--- config.mk ---
export PLATFORM = sky130hd
export DESIGN_NAME = hazard_ctrl_flat
export DESIGN_NICKNAME = d
export VERILOG_FILES = /design/src/rtl/hazard_ctrl_if.sv /design/src/rtl/hazard_ctrl.sv /design/src/flat_wrapper.sv
export SDC_FILE = /design/constraint.sdc
export NUM_CORES = 1
export LEC_CHECK = 0
export CORE_AREA = 2 2 79 81
export CTS_BUF_LIST = sky130_fd_sc_hd__clkbuf_16
export DETAILED_ROUTE_END_ITERATION = 10
export DIE_AREA = 0 0 81 83
export PLACE_DENSITY = 0.82
export SLEW_MARGIN = 20
export SYNTH_ARGS = -nofsm -noshare
export SYNTH_HDL_FRONTEND = slang
export SYNTH_SLANG_ARGS = --single-unit
--- constraint.sdc ---
create_clock -name clk -period 2.1 [get_ports clk]
set_input_delay 0.42 -clock clk [delete_from_list [all_inputs] [get_ports clk]]
set_output_delay 0.42 -clock clk [all_outputs]
set_load 0.02 [all_outputs]
--- src/rtl/hazard_ctrl_if.sv ---
// hazard_ctrl_if: bundle between the pipeline datapath and the hazard controller.
// The master side (pipeline) supplies register numbers, hazard indications and
// mem_wait; the slave side (hazard_ctrl) returns latch enables, flushes,
// forwarding selects, the freeze-timeout flag and the performance counters.
interface hazard_ctrl_if;
  // Hazard and forwarding inputs seen by the controller
  logic [4:0]  id_rs;
  logic [4:0]  id_rt;
  logic [4:0]  ex_rs;
  logic [4:0]  ex_rt;
  logic [4:0]  ex_dest;
  logic        ex_memread;
  logic [4:0]  mem_dest;
  logic        mem_regwrite;
  logic        mem_branch;
  logic        mem_zero;
  logic [4:0]  wb_dest;
  logic        wb_regwrite;
  logic        mem_wait;

  // Pipeline controls returned by the controller
  logic        pc_write;
  logic        ifid_write;
  logic        idex_write;
  logic        exmem_write;
  logic        idex_bubble;
  logic        ifid_flush;
  logic        idex_flush;
  logic        exmem_flush;
  logic        pc_src;
  logic [1:0]  fwd_a;
  logic [1:0]  fwd_b;
  logic        freeze_timeout;
  logic [31:0] stall_cnt;
  logic [31:0] flush_cnt;
  logic [31:0] freeze_cnt;

  modport master (
    output id_rs, id_rt, ex_rs, ex_rt, ex_dest, ex_memread,
           mem_dest, mem_regwrite, mem_branch, mem_zero,
           wb_dest, wb_regwrite, mem_wait,
    input  pc_write, ifid_write, idex_write, exmem_write, idex_bubble,
           ifid_flush, idex_flush, exmem_flush, pc_src, fwd_a, fwd_b,
           freeze_timeout, stall_cnt, flush_cnt, freeze_cnt
  );

  modport slave (
    input  id_rs, id_rt, ex_rs, ex_rt, ex_dest, ex_memread,
           mem_dest, mem_regwrite, mem_branch, mem_zero,
           wb_dest, wb_regwrite, mem_wait,
    output pc_write, ifid_write, idex_write, exmem_write, idex_bubble,
           ifid_flush, idex_flush, exmem_flush, pc_src, fwd_a, fwd_b,
           freeze_timeout, stall_cnt, flush_cnt, freeze_cnt
  );
endinterface

--- src/rtl/hazard_ctrl.sv ---
// hazard_ctrl: five-stage MIPS hazard controller.
// Sequences the pipeline latches through RUN / FREEZE / LDSTALL / FLUSH,
// drives the EX-stage forwarding selects, and flags data-memory freezes that
// last FREEZE_MAX consecutive cycles (sticky until rst).
// Optional build macro: HAZARD_PERF_CNT_EN enables the saturating
// stall/flush/freeze performance counters; without it they read 0.
module hazard_ctrl #(
  parameter int unsigned FREEZE_MAX = 255
) (
  input logic         clk,
  input logic         rst,
  hazard_ctrl_if.slave hz
);

  typedef enum logic [1:0] {
    S_RUN     = 2'd0,
    S_FREEZE  = 2'd1,
    S_LDSTALL = 2'd2,
    S_FLUSH   = 2'd3
  } state_t;

  localparam int unsigned WD_BITS = $clog2(FREEZE_MAX + 1);
  localparam int unsigned WD_W    = (WD_BITS > 8) ? WD_BITS : 8;
  localparam logic [WD_W-1:0] WD_ONE = WD_W'(1);
  localparam logic [WD_W-1:0] WD_MAX = WD_W'(FREEZE_MAX);
  localparam logic [WD_W:0]   WD_LIM = (WD_W + 1)'(FREEZE_MAX);

  state_t state, state_next;

  logic br_taken;
  logic load_use;

  logic c_pc_write, c_ifid_write, c_idex_write, c_exmem_write;
  logic c_idex_bubble, c_flush, c_pc_src;

  logic [WD_W-1:0] wd_cnt;
  logic            timeout_q;

  // Register $0 is hard-wired, so a write to it is never a real producer.
  function automatic logic [1:0] fwd_sel(
    input logic [4:0] src,
    input logic       mem_rw,
    input logic [4:0] mem_d,
    input logic       wb_rw,
    input logic [4:0] wb_d
  );
    if (mem_rw && (mem_d != 5'd0) && (mem_d == src))
      return 2'b10;
    else if (wb_rw && (wb_d != 5'd0) && (wb_d == src))
      return 2'b01;
    else
      return 2'b00;
  endfunction

  // Hazard conditions derived from the EX and EX/MEM latches.
  always_comb begin
    br_taken = hz.mem_branch & hz.mem_zero;
    load_use = hz.ex_memread & (hz.ex_dest != 5'd0) &
               ((hz.ex_dest == hz.id_rs) | (hz.ex_dest == hz.id_rt));
  end

  // State register.
  always_ff @(posedge clk) begin
    // NOTE: sequential state uses non-blocking assignments so every flop
    // samples pre-edge values regardless of block ordering.
    if (rst) state <= S_RUN;
    else     state <= state_next;
  end

  // Next-state and latch controls: freeze > branch flush > load-use stall > run.
  always_comb begin
    // NOTE: every output gets a default first so no path leaves a value
    // unassigned, which would otherwise infer a latch.
    state_next    = state;
    c_pc_write    = 1'b0;
    c_ifid_write  = 1'b0;
    c_idex_write  = 1'b0;
    c_exmem_write = 1'b0;
    c_idex_bubble = 1'b0;
    c_flush       = 1'b0;
    c_pc_src      = 1'b0;
    if (rst) begin
      state_next = S_RUN;
    end else if (hz.mem_wait) begin
      state_next = S_FREEZE;
    end else if (br_taken && (state != S_FLUSH)) begin
      c_pc_write    = 1'b1;
      c_ifid_write  = 1'b1;
      c_idex_write  = 1'b1;
      c_exmem_write = 1'b1;
      c_flush       = 1'b1;
      c_pc_src      = 1'b1;
      state_next    = S_FLUSH;
    end else if (load_use && (state != S_LDSTALL)) begin
      c_idex_write  = 1'b1;
      c_exmem_write = 1'b1;
      c_idex_bubble = 1'b1;
      state_next    = S_LDSTALL;
    end else begin
      c_pc_write    = 1'b1;
      c_ifid_write  = 1'b1;
      c_idex_write  = 1'b1;
      c_exmem_write = 1'b1;
      state_next    = S_RUN;
    end
  end

  // Freeze watchdog: counts consecutive mem_wait cycles, sets a sticky flag.
  always_ff @(posedge clk) begin
    if (rst) begin
      wd_cnt    <= '0;
      timeout_q <= 1'b0;
    end else begin
      if (!hz.mem_wait)          wd_cnt <= '0;
      else if (wd_cnt != WD_MAX) wd_cnt <= wd_cnt + WD_ONE;
      if (hz.mem_wait && (({1'b0, wd_cnt} + {1'b0, WD_ONE}) >= WD_LIM))
        timeout_q <= 1'b1;
    end
  end

  // Controls drive the latches directly; everything reads 0 while rst is high.
  assign hz.pc_write       = c_pc_write;
  assign hz.ifid_write     = c_ifid_write;
  assign hz.idex_write     = c_idex_write;
  assign hz.exmem_write    = c_exmem_write;
  assign hz.idex_bubble    = c_idex_bubble;
  assign hz.ifid_flush     = c_flush;
  assign hz.idex_flush     = c_flush;
  assign hz.exmem_flush    = c_flush;
  assign hz.pc_src         = c_pc_src;
  assign hz.fwd_a          = rst ? 2'b00 : fwd_sel(hz.ex_rs, hz.mem_regwrite, hz.mem_dest,
                                                   hz.wb_regwrite, hz.wb_dest);
  assign hz.fwd_b          = rst ? 2'b00 : fwd_sel(hz.ex_rt, hz.mem_regwrite, hz.mem_dest,
                                                   hz.wb_regwrite, hz.wb_dest);
  assign hz.freeze_timeout = timeout_q & ~rst;

`ifdef HAZARD_PERF_CNT_EN
  logic [31:0] stall_q, flush_q, freeze_q;

  // Saturating performance counters, one event per cycle each.
  always_ff @(posedge clk) begin
    if (rst) begin
      stall_q  <= '0;
      flush_q  <= '0;
      freeze_q <= '0;
    end else begin
      if (c_idex_bubble && (stall_q != '1))  stall_q  <= stall_q + 32'd1;
      if (c_flush && (flush_q != '1))        flush_q  <= flush_q + 32'd1;
      if (hz.mem_wait && (freeze_q != '1))   freeze_q <= freeze_q + 32'd1;
    end
  end

  assign hz.stall_cnt  = rst ? 32'd0 : stall_q;
  assign hz.flush_cnt  = rst ? 32'd0 : flush_q;
  assign hz.freeze_cnt = rst ? 32'd0 : freeze_q;
`else
  assign hz.stall_cnt  = 32'd0;
  assign hz.flush_cnt  = 32'd0;
  assign hz.freeze_cnt = 32'd0;
`endif

endmodule

--- src/flat_wrapper.sv ---
// flat-port wrapper written by rule: the top's interface ports become plain ports
module hazard_ctrl_flat 
#(
  parameter int unsigned FREEZE_MAX = 255
)
  (clk, rst, hz_id_rs, hz_id_rt, hz_ex_rs, hz_ex_rt, hz_ex_dest, hz_ex_memread, hz_mem_dest, hz_mem_regwrite, hz_mem_branch, hz_mem_zero, hz_wb_dest, hz_wb_regwrite, hz_mem_wait, hz_pc_write, hz_ifid_write, hz_idex_write, hz_exmem_write, hz_idex_bubble, hz_ifid_flush, hz_idex_flush, hz_exmem_flush, hz_pc_src, hz_fwd_a, hz_fwd_b, hz_freeze_timeout, hz_stall_cnt, hz_flush_cnt, hz_freeze_cnt);
  hazard_ctrl_if hz_i ();
  input logic clk;
  input logic rst;
  input wire logic [$bits(hz_i.id_rs)-1:0] hz_id_rs;
  input wire logic [$bits(hz_i.id_rt)-1:0] hz_id_rt;
  input wire logic [$bits(hz_i.ex_rs)-1:0] hz_ex_rs;
  input wire logic [$bits(hz_i.ex_rt)-1:0] hz_ex_rt;
  input wire logic [$bits(hz_i.ex_dest)-1:0] hz_ex_dest;
  input wire logic [$bits(hz_i.ex_memread)-1:0] hz_ex_memread;
  input wire logic [$bits(hz_i.mem_dest)-1:0] hz_mem_dest;
  input wire logic [$bits(hz_i.mem_regwrite)-1:0] hz_mem_regwrite;
  input wire logic [$bits(hz_i.mem_branch)-1:0] hz_mem_branch;
  input wire logic [$bits(hz_i.mem_zero)-1:0] hz_mem_zero;
  input wire logic [$bits(hz_i.wb_dest)-1:0] hz_wb_dest;
  input wire logic [$bits(hz_i.wb_regwrite)-1:0] hz_wb_regwrite;
  input wire logic [$bits(hz_i.mem_wait)-1:0] hz_mem_wait;
  output wire logic [$bits(hz_i.pc_write)-1:0] hz_pc_write;
  output wire logic [$bits(hz_i.ifid_write)-1:0] hz_ifid_write;
  output wire logic [$bits(hz_i.idex_write)-1:0] hz_idex_write;
  output wire logic [$bits(hz_i.exmem_write)-1:0] hz_exmem_write;
  output wire logic [$bits(hz_i.idex_bubble)-1:0] hz_idex_bubble;
  output wire logic [$bits(hz_i.ifid_flush)-1:0] hz_ifid_flush;
  output wire logic [$bits(hz_i.idex_flush)-1:0] hz_idex_flush;
  output wire logic [$bits(hz_i.exmem_flush)-1:0] hz_exmem_flush;
  output wire logic [$bits(hz_i.pc_src)-1:0] hz_pc_src;
  output wire logic [$bits(hz_i.fwd_a)-1:0] hz_fwd_a;
  output wire logic [$bits(hz_i.fwd_b)-1:0] hz_fwd_b;
  output wire logic [$bits(hz_i.freeze_timeout)-1:0] hz_freeze_timeout;
  output wire logic [$bits(hz_i.stall_cnt)-1:0] hz_stall_cnt;
  output wire logic [$bits(hz_i.flush_cnt)-1:0] hz_flush_cnt;
  output wire logic [$bits(hz_i.freeze_cnt)-1:0] hz_freeze_cnt;
  assign hz_i.id_rs = hz_id_rs;
  assign hz_i.id_rt = hz_id_rt;
  assign hz_i.ex_rs = hz_ex_rs;
  assign hz_i.ex_rt = hz_ex_rt;
  assign hz_i.ex_dest = hz_ex_dest;
  assign hz_i.ex_memread = hz_ex_memread;
  assign hz_i.mem_dest = hz_mem_dest;
  assign hz_i.mem_regwrite = hz_mem_regwrite;
  assign hz_i.mem_branch = hz_mem_branch;
  assign hz_i.mem_zero = hz_mem_zero;
  assign hz_i.wb_dest = hz_wb_dest;
  assign hz_i.wb_regwrite = hz_wb_regwrite;
  assign hz_i.mem_wait = hz_mem_wait;
  assign hz_pc_write = hz_i.pc_write;
  assign hz_ifid_write = hz_i.ifid_write;
  assign hz_idex_write = hz_i.idex_write;
  assign hz_exmem_write = hz_i.exmem_write;
  assign hz_idex_bubble = hz_i.idex_bubble;
  assign hz_ifid_flush = hz_i.ifid_flush;
  assign hz_idex_flush = hz_i.idex_flush;
  assign hz_exmem_flush = hz_i.exmem_flush;
  assign hz_pc_src = hz_i.pc_src;
  assign hz_fwd_a = hz_i.fwd_a;
  assign hz_fwd_b = hz_i.fwd_b;
  assign hz_freeze_timeout = hz_i.freeze_timeout;
  assign hz_stall_cnt = hz_i.stall_cnt;
  assign hz_flush_cnt = hz_i.flush_cnt;
  assign hz_freeze_cnt = hz_i.freeze_cnt;
  hazard_ctrl #(.FREEZE_MAX(FREEZE_MAX)) u_core (.clk(clk), .rst(rst), .hz(hz_i));
endmodule
==> impl_summary.md, run 1 <==
Run status
The run finished, with violations left. The final reports fail on negative setup slack.

Clocking
The number of buffers added by the clock tree synthesis step is 3. The number of sinks on the clock net is 11. TritonCTS built the clock tree. Post-CTS timing repair inserted 0 buffers for setup.

The clock slew seen by the registers of the worst setup and hold paths is 0.04 ns. In this run the deepest clock path goes through 2 buffers. The cell at the root of the clock tree is clkbuf_16.

The number of levels in the clock H-tree is 1. The insertion delay of the later-clocked pin in the worst-skew pair is 0.24 ns. The number of hold buffers added after CTS was 0.

Floorplanning
The height of the die is 83 um. The area inside the core boundary is 0.005816 mm^2. During I/O placement, the number of pins put on the boundary was 153.

Once the floorplan was initialized, standard cells occupied 30.49% of the core. The overall die area is 0.006723 mm^2. The floorplan has 28 rows. The die outline width is 81 um.

Setup path
The worst setup path is of the in -> out kind. The critical path data required time is 1.68 ns. STA classifies the critical path startpoint as a primary input. The biggest fanout along the worst timing path is 3. The endpoint kind of the worst setup timing path is an output port. STA puts the critical path data arrival time at 1.75 ns.

STA
Based on the critical path, the design can be clocked at up to 460.4 MHz. The setup TNS after final layout is -0.07715 ns. The worst path uses 103.4% of the clock period. Across all hold checks on the routed design, the worst slack comes to 0.4951 ns. The max-slew violation count came to 0. Setup repair after global routing could not meet its margin everywhere. The final hold violation count is 0.

Setup violations remaining at the end of the flow were counted as 3. The minimum clock period after layout is 2.172 ns. Between clock sinks in the finished design, the worst skew comes to 0.003026 ns.

Once routing completed, OpenROAD measured the worst setup slack at -0.07221 ns.

Cells and area
For this run, the post-layout net count is 353. Excluding fillers, the count of instances in the completed layout stands at 382. The layout overhead on the synthesized area is 31.69%. The filler cells instantiated in the layout total 617. Summing all non-filler instances in the final layout gives an area of 0.002335 mm^2. The multi-input combinational cells in the finished layout cover a total of 0.001229 mm^2. The fraction of final layout cells with drive strength greater than 1 is 26.06%. The combined flip-flop and latch cell area is 220.2 um^2. The number of antenna repair diodes is 0.

Synthesis
The number of enable-type register cells in the synthesized netlist is 0. The cell accounting for the most synthesized area is buf_4. The number of warning messages in the yosys log is 0. The summed instance area of the synthesized netlist is 0.001773 mm^2. Among all flip-flop cells after synthesis, the most frequent one is dfxtp_1.

Synthesis handed over a netlist of 230 instances. The most common cell in the synthesized netlist is buf_4. The unique cell type count in the Yosys netlist is 37.

The post-synthesis sequential element count is 11. Averaged over all synthesized cells, the footprint is 7.708 um^2. The portion of synthesized cell area occupied by the leading cell type is 42.77%. The share of the yosys chip area belonging to registers is 12.42%. Of all flip-flops after synthesis, the portion carrying an async set or reset was 0%. By area the synthesized netlist is led by buf_4 43%, dfxtp_1 12%, xor2_1 10%.

Counting instances in the post-synthesis netlist gives the leading cell types as 101 x buf_4, 21 x xor2_1, 14 x xnor2_1.

Global route
The via count of the first global-routing pass is 1295. The largest net degree at the start of global routing is 10. The first global-routing pass estimated 5.499 mm of wire. For this run, the total global-route usage over all layers was measured as 10.07%. The number of antenna violations at the first check in global routing is 0.

The total overflow left after global routing is 0.

Hold path
The min-delay analysis places its worst path in the category in -> reg.

Placement
The detailed-placement wirelength estimate is 3.176 mm. The cell area reported after detailed placement is 0.002205 mm^2. The cell total after placement is 378. The weighted congestion at the end of routability-driven global placement is 0.8478.

The number of port buffers is 56.

Route
Using the TritonRoute via totals, the vias-per-cell ratio works out to 3.893. In the final routed layout, each cell accounts on average for 10.09 um. The number of antenna-violating nets in the routed design is 0. The number of DRC violations after detailed routing is 0. The DRC marker count from the first detailed-route iteration is 98.

The length of the first detailed-routing pass in iterations is 4. Summing over every cut layer, the via total after detailed routing is 1487. The total detailed-routing wirelength is 3.855 mm.

Pwr
The maximum ir drop on the vdd rail is 0.2054 mV. In this run the static leakage power is 1.158 nW. The power density relative to cell area is 416.8 mW/mm^2.

Run
The tool flagged a number of max-cap violations equal to 0.
## cell families after synthesis
group | after synthesis | synth area share (%)
AND/OR/NAND/NOR | 52 | 15.95
buffers and inverters | 109 | 44.53
other | 1 | 0.2115
XOR/XNOR | 35 | 17.29
adder cells (fa/ha/maj) | 2 | 1.411
flip-flops | 11 | 12.42
AO/OA/AOI/OAI | 20 | 8.187
## where the power goes
part	leakage (nW)	internal (mW)	switching, mW
logic	1.03	0.144	0.265
registers	0.0893	0.214	0.00445
clock network	0.0423	0.250	0.0959
## per-stage QoR
| step | worst slack (ns) | power [mW] | utilization, % |
|---|---|---|---|
| 3_3_place_gp | -0.9580 | 0.6101 | 37.91 |
| 4_1_cts | -0.1474 | 0.9509 | 38.58 |
| 5_1_grt | -0.1088 | 1.022 | 40.15 |
| 6_report | -0.07221 | 0.9730 | 40.15 |
| 2_1_floorplan | 0.04054 | 0.5942 | - |
| 3_5_place_dp | -0.9921 | 0.6150 | 37.91 |
## cells in the final DEF (no fill, tap or decap), types with 6 or more instances in the layout
cell type / synthesis / final
xor2_1: 21 / 21
dfxtp_1: 11 / 11
xnor2_1: 14 / 14
inv_1: 6 / 6
buf_2: 1 / 7
nor2_1: 12 / 12
clkdlybuf4s50_1: 0 / 9
conb_1: 1 / 96
buf_6: 0 / 16
nand2_1: 8 / 8
buf_4: 101 / 26
clkbuf_2: 0 / 7
dlygate4sd2_1: 0 / 10
## per-layer routing
metal	global-route usage (%)	wire, um
met1	10.28	1284
met2	19.46	2157
met3	0.9783	331
met4	5.085	81
met5	0	0
## layout make-up
| type | instances | share of cell area (%) |
|---|---|---|
| clock buffers | 3 | 3.215 |
| clock inverters | 1 | 0.1608 |
| inverters | 6 | 0.9646 |
| multi-input cells | 205 | 52.63 |
| flip-flops and latches | 11 | 9.432 |
| well taps | 75 | 4.019 |
| repair buffers | 81 | 29.58 |
## worst paths after layout
| kind | to | slack (ns) | cells past startpoint | start |
|---|---|---|---|---|
| max | hz_fwd_b[0] | -0.07 | 6 | hz_mem_dest[3] |
| min | u_core.state[0] | 0.50 | 3 | rst |
| max reg2reg | u_core.timeout_q | 0.48 | 5 | u_core.wd_cnt[0] |
| min reg2reg | u_core.wd_cnt[7] | 0.54 | 1 | u_core.wd_cnt[7] |
## worst max-delay path, stage by stage
cell and delay (ns):
buf_6 0.09, or4_4 0.54, o21ai_4 0.18, nor3_4 0.06
nor4_4 0.27, buf_4 0.18
## repair_timing
item	CTS	global route
endpoints found under the setup margin	14	13
cloned	0	0
gates resized for setup	119	65
pin swaps	18	20
## flip-flops by register name, indices dropped and copies added, names as in the netlist
name / cells
u_core.timeout_q: 1
u_core.wd_cnt: 8
u_core.state: 2
No activity file was read; power rests on OpenSTA's default activity.
==> run 2, diff against run 1 <==
--- a/config.mk
+++ b/config.mk
@@ -5,6 +5,7 @@
 export SDC_FILE = /design/constraint.sdc
 export NUM_CORES = 1
 export LEC_CHECK = 0
+export ABC_CLOCK_PERIOD_IN_PS = 2100
 export CORE_AREA = 2 2 79 81
 export CTS_BUF_LIST = sky130_fd_sc_hd__clkbuf_16
 export DETAILED_ROUTE_END_ITERATION = 10
==> results of run 2 <==
Final layout, timing and power as in run 1 (identical DEF).
==> run 3, diff against run 2 <==
--- a/config.mk
+++ b/config.mk
@@ -6,11 +6,12 @@
 export NUM_CORES = 1
 export LEC_CHECK = 0
 export ABC_CLOCK_PERIOD_IN_PS = 2100
-export CORE_AREA = 2 2 79 81
+export CORE_AREA = 2 2 101 64
 export CTS_BUF_LIST = sky130_fd_sc_hd__clkbuf_16
 export DETAILED_ROUTE_END_ITERATION = 10
-export DIE_AREA = 0 0 81 83
-export PLACE_DENSITY = 0.82
+export DIE_AREA = 0 0 103 66
+export PLACE_DENSITY = 0.83
+export REMOVE_ABC_BUFFERS = 1
 export SLEW_MARGIN = 20
 export SYNTH_ARGS = -nofsm -noshare
 export SYNTH_HDL_FRONTEND = slang
==> run 3 against run 2 <==
  * The flow still finishes with violations (negative setup slack)
  * Worst setup slack improved by 0.0073 ns
  * Critical path depth unchanged
  * Via count decreased by 0.40%
  * Sequential cell count unchanged
  * Fmax increased by 0.34%
  * Largest power group unchanged
==> impl_summary.md, run 3 (synthesis results as in run 1) <==
Cells and area
The area of the multi-input gates came to 0.001232 mm^2 (was 0.001229 mm^2). Registers with the most flip-flops: u_core.wd_cnt x8, u_core.state x2, u_core.timeout_q x1 (unchanged). The register bank with the most flops was u_core.wd_cnt (unchanged). The layout overhead on the synthesized area was 33.59% (was 31.69%). Highest-count cells in the layout ignoring fill and taps: 96 x conb_1, 33 x buf_4, 21 x xor2_1 (was 96 x conb_1, 26 x buf_4, 21 x xor2_1). The number of fill cells came to 616 (was 617). The commonest non-fill, non-tap cell in the layout was conb_1 (unchanged). The total number of nets in the final design came to 360 (was 353).

The number of antenna repair diodes came to 0 (unchanged). The combined flip-flop and latch cell area is 220.2 um^2 (unchanged). The number of flip-flops under the largest register name is 8 (unchanged). The fraction of final layout cells with drive strength greater than 1 was 27.39% (was 26.06%).

Clocking
The number of levels in the clock H-tree is 1 (unchanged). The clock slew seen by the registers of the worst setup and hold paths is 0.04 ns (about the same). The insertion delay of the later-clocked pin in the worst-skew pair was 0.24 ns (about the same). The number of sinks on the clock net was 11 (unchanged). The cell at the root of the clock tree is clkbuf_16 (unchanged). The number of buffers added by the clock tree synthesis step is 3 (unchanged). The TritonCTS clock tree is done (unchanged).

The deepest clock path buffer count is 2 (unchanged).

Floorplanning
The overall die area is 0.006798 mm^2 (was 0.006723 mm^2). The die outline width was 103 um (was 81 um). The count of boundary I/O pins came to 153 (unchanged). The area inside the core boundary is 0.005891 mm^2 (was 0.005816 mm^2). The effective utilization at floorplan is 30.10% (was 30.49%). The height of the die came to 66 um (was 83 um). The cell row count is 22 (was 28).

Global route
The sum of overflow across all layers after global routing is 0 (unchanged). The via count of the first global-routing pass is 1261 (was 1295). The largest net degree at the start of global routing came to 9 (was 10). The number of antenna violations at the first check in global routing is 0 (unchanged). The wire length of the first global-routing pass is 5.892 mm (was 5.499 mm). The combined global-route utilization of all metal layers was 11.31% (was 10.07%).

Route
The per-cell routed wire length is 10.79 um (was 10.09 um). The number of antenna-violating nets in the routed design is 0 (unchanged). The number of DRC violations after detailed routing is 0 (unchanged). The DRC marker count from the first detailed-route iteration is 96 (was 98). The routed via count divided by cell count came to 3.721 (was 3.893).

The length of the first detailed-routing pass in iterations is 4 (unchanged). The total detailed-routing wirelength was 4.296 mm (was 3.855 mm). The total number of vias is 1481 (was 1487).

Pwr
The total power is 0.9842 mW (was 0.9730 mW). The standby leakage power is 1.174 nW (was 1.158 nW). The maximum ir drop on the vdd rail is 0.2016 mV (was 0.2054 mV). The power density relative to cell area is 415.5 mW/mm^2 (was 416.8 mW/mm^2).

Setup path
Cells traversed along the worst timing path: buf_6, or4_4, o21ai_4, nor3_4, nor4_4, buf_4 (unchanged). The number of buffer and inverter instances along the worst setup path is 2 (unchanged). The critical path launch point type is a primary input (unchanged). The biggest cell delay along the critical path came to 0.54 ns (about the same). The gate family responsible for the most delay along the worst path is simple AND/OR/NAND/NOR gates (unchanged). The biggest fanout along the worst timing path is 3 (unchanged). The critical path class is in -> out (unchanged).

The arrival time reported for the critical path endpoint was 1.74 ns (was 1.75 ns). The endpoint kind of the worst setup timing path is an output port (unchanged). The highest-delay cell along the critical path is or4_4 (unchanged). The critical path data required time was 1.68 ns (about the same).

Run status
Status: finished with violations (unchanged). Violations in the final reports: negative setup slack (unchanged).

STA
The max-slew violation count was 0 (unchanged). The setup violation total in the final timing report was 2 (was 3). The final critical-path setup slack is -0.06490 ns (was -0.07221 ns). The post-route fraction of the period consumed by the critical path is 103.1% (was 103.4%). The minimum clock period after layout is 2.165 ns (was 2.172 ns).

The achievable clock frequency is 461.9 MHz (was 460.4 MHz). The clock skew after layout is 0.002711 ns (was 0.003026 ns). The setup TNS after final layout came to -0.1193 ns (was -0.07715 ns).

The final hold violation count is 0 (unchanged). Setup repair after global routing missed its margin: true (unchanged).

Placement
The number of port buffers is 56 (unchanged). The detailed-placement wirelength estimate was 3.488 mm (was 3.176 mm). The weighted congestion at the end of routability-driven global placement is 0.8682 (was 0.8478).

Hold path
The path type of the worst min-delay path is reg -> reg (was in -> reg).

Run
The max capacitance violation total came to 0 (unchanged).
run 3: what timing repair did:
item	in CTS	in global routing
hold buffers	0	0
gates cloned	0	0
resized for setup	147	26
pin swaps	17	12
setup buffers	1	3
setup endpoints to repair	14	13
run 3: layout make-up:
cell class / count / share of cell area, %
Multi-Input combinational cell: 205 / 52.03
Clock buffer: 3 / 3.170
Sequential cell: 11 / 9.297
Timing Repair Buffer: 88 / 29.95
Inverter: 6 / 0.9509
Tap cell: 84 / 4.437
Clock inverter: 1 / 0.1585
run 3: power by group:
part	internal [mW]	switching [mW]
sequential	0.214	0.00544
combinational	0.147	0.274
clock	0.250	0.0948
run 3: worst paths after layout:
path | startpoint | to | slack (ns) | cells after the start
worst max-delay path | hz_mem_dest[4] | hz_fwd_a[0] | -0.06 | 6
worst min-delay path | u_core.wd_cnt[7] | u_core.wd_cnt[7] | 0.53 | 1
worst max register to register | u_core.wd_cnt[0] | u_core.timeout_q | 0.43 | 5
worst min register to register | u_core.wd_cnt[7] | u_core.wd_cnt[7] | 0.53 | 1
run 3: stage by stage:
stage / setup WS [ns] / hold slack (ns) / cell area, um^2 / std cells / utilization (%)
after floorplan: -0.04410 / 0.4605 / 1363 / 222 / -
after global placement: -0.9138 / 0.5053 / 2238 / 390 / 38.00
after detailed placement: -0.8883 / 0.5081 / 2238 / 390 / 38.00
after CTS: -0.1097 / 0.5231 / 2333 / 395 / 39.61
after global routing: -0.1365 / 0.5286 / 2369 / 398 / 40.21
final: -0.06490 / 0.5305 / 2369 / 398 / 40.21
run 3: per-layer routing:
metal / GRT usage [%] / vias to the layer above / part of all wire [%]
li1: - / 732 / -
met1: 13.79 / 686 / 37
met2: 19.64 / 59 / 56
met3: 2.114 / 4 / 5.9
met4: 4.441 / 0 / 1.8
met5: 0 / - / 0
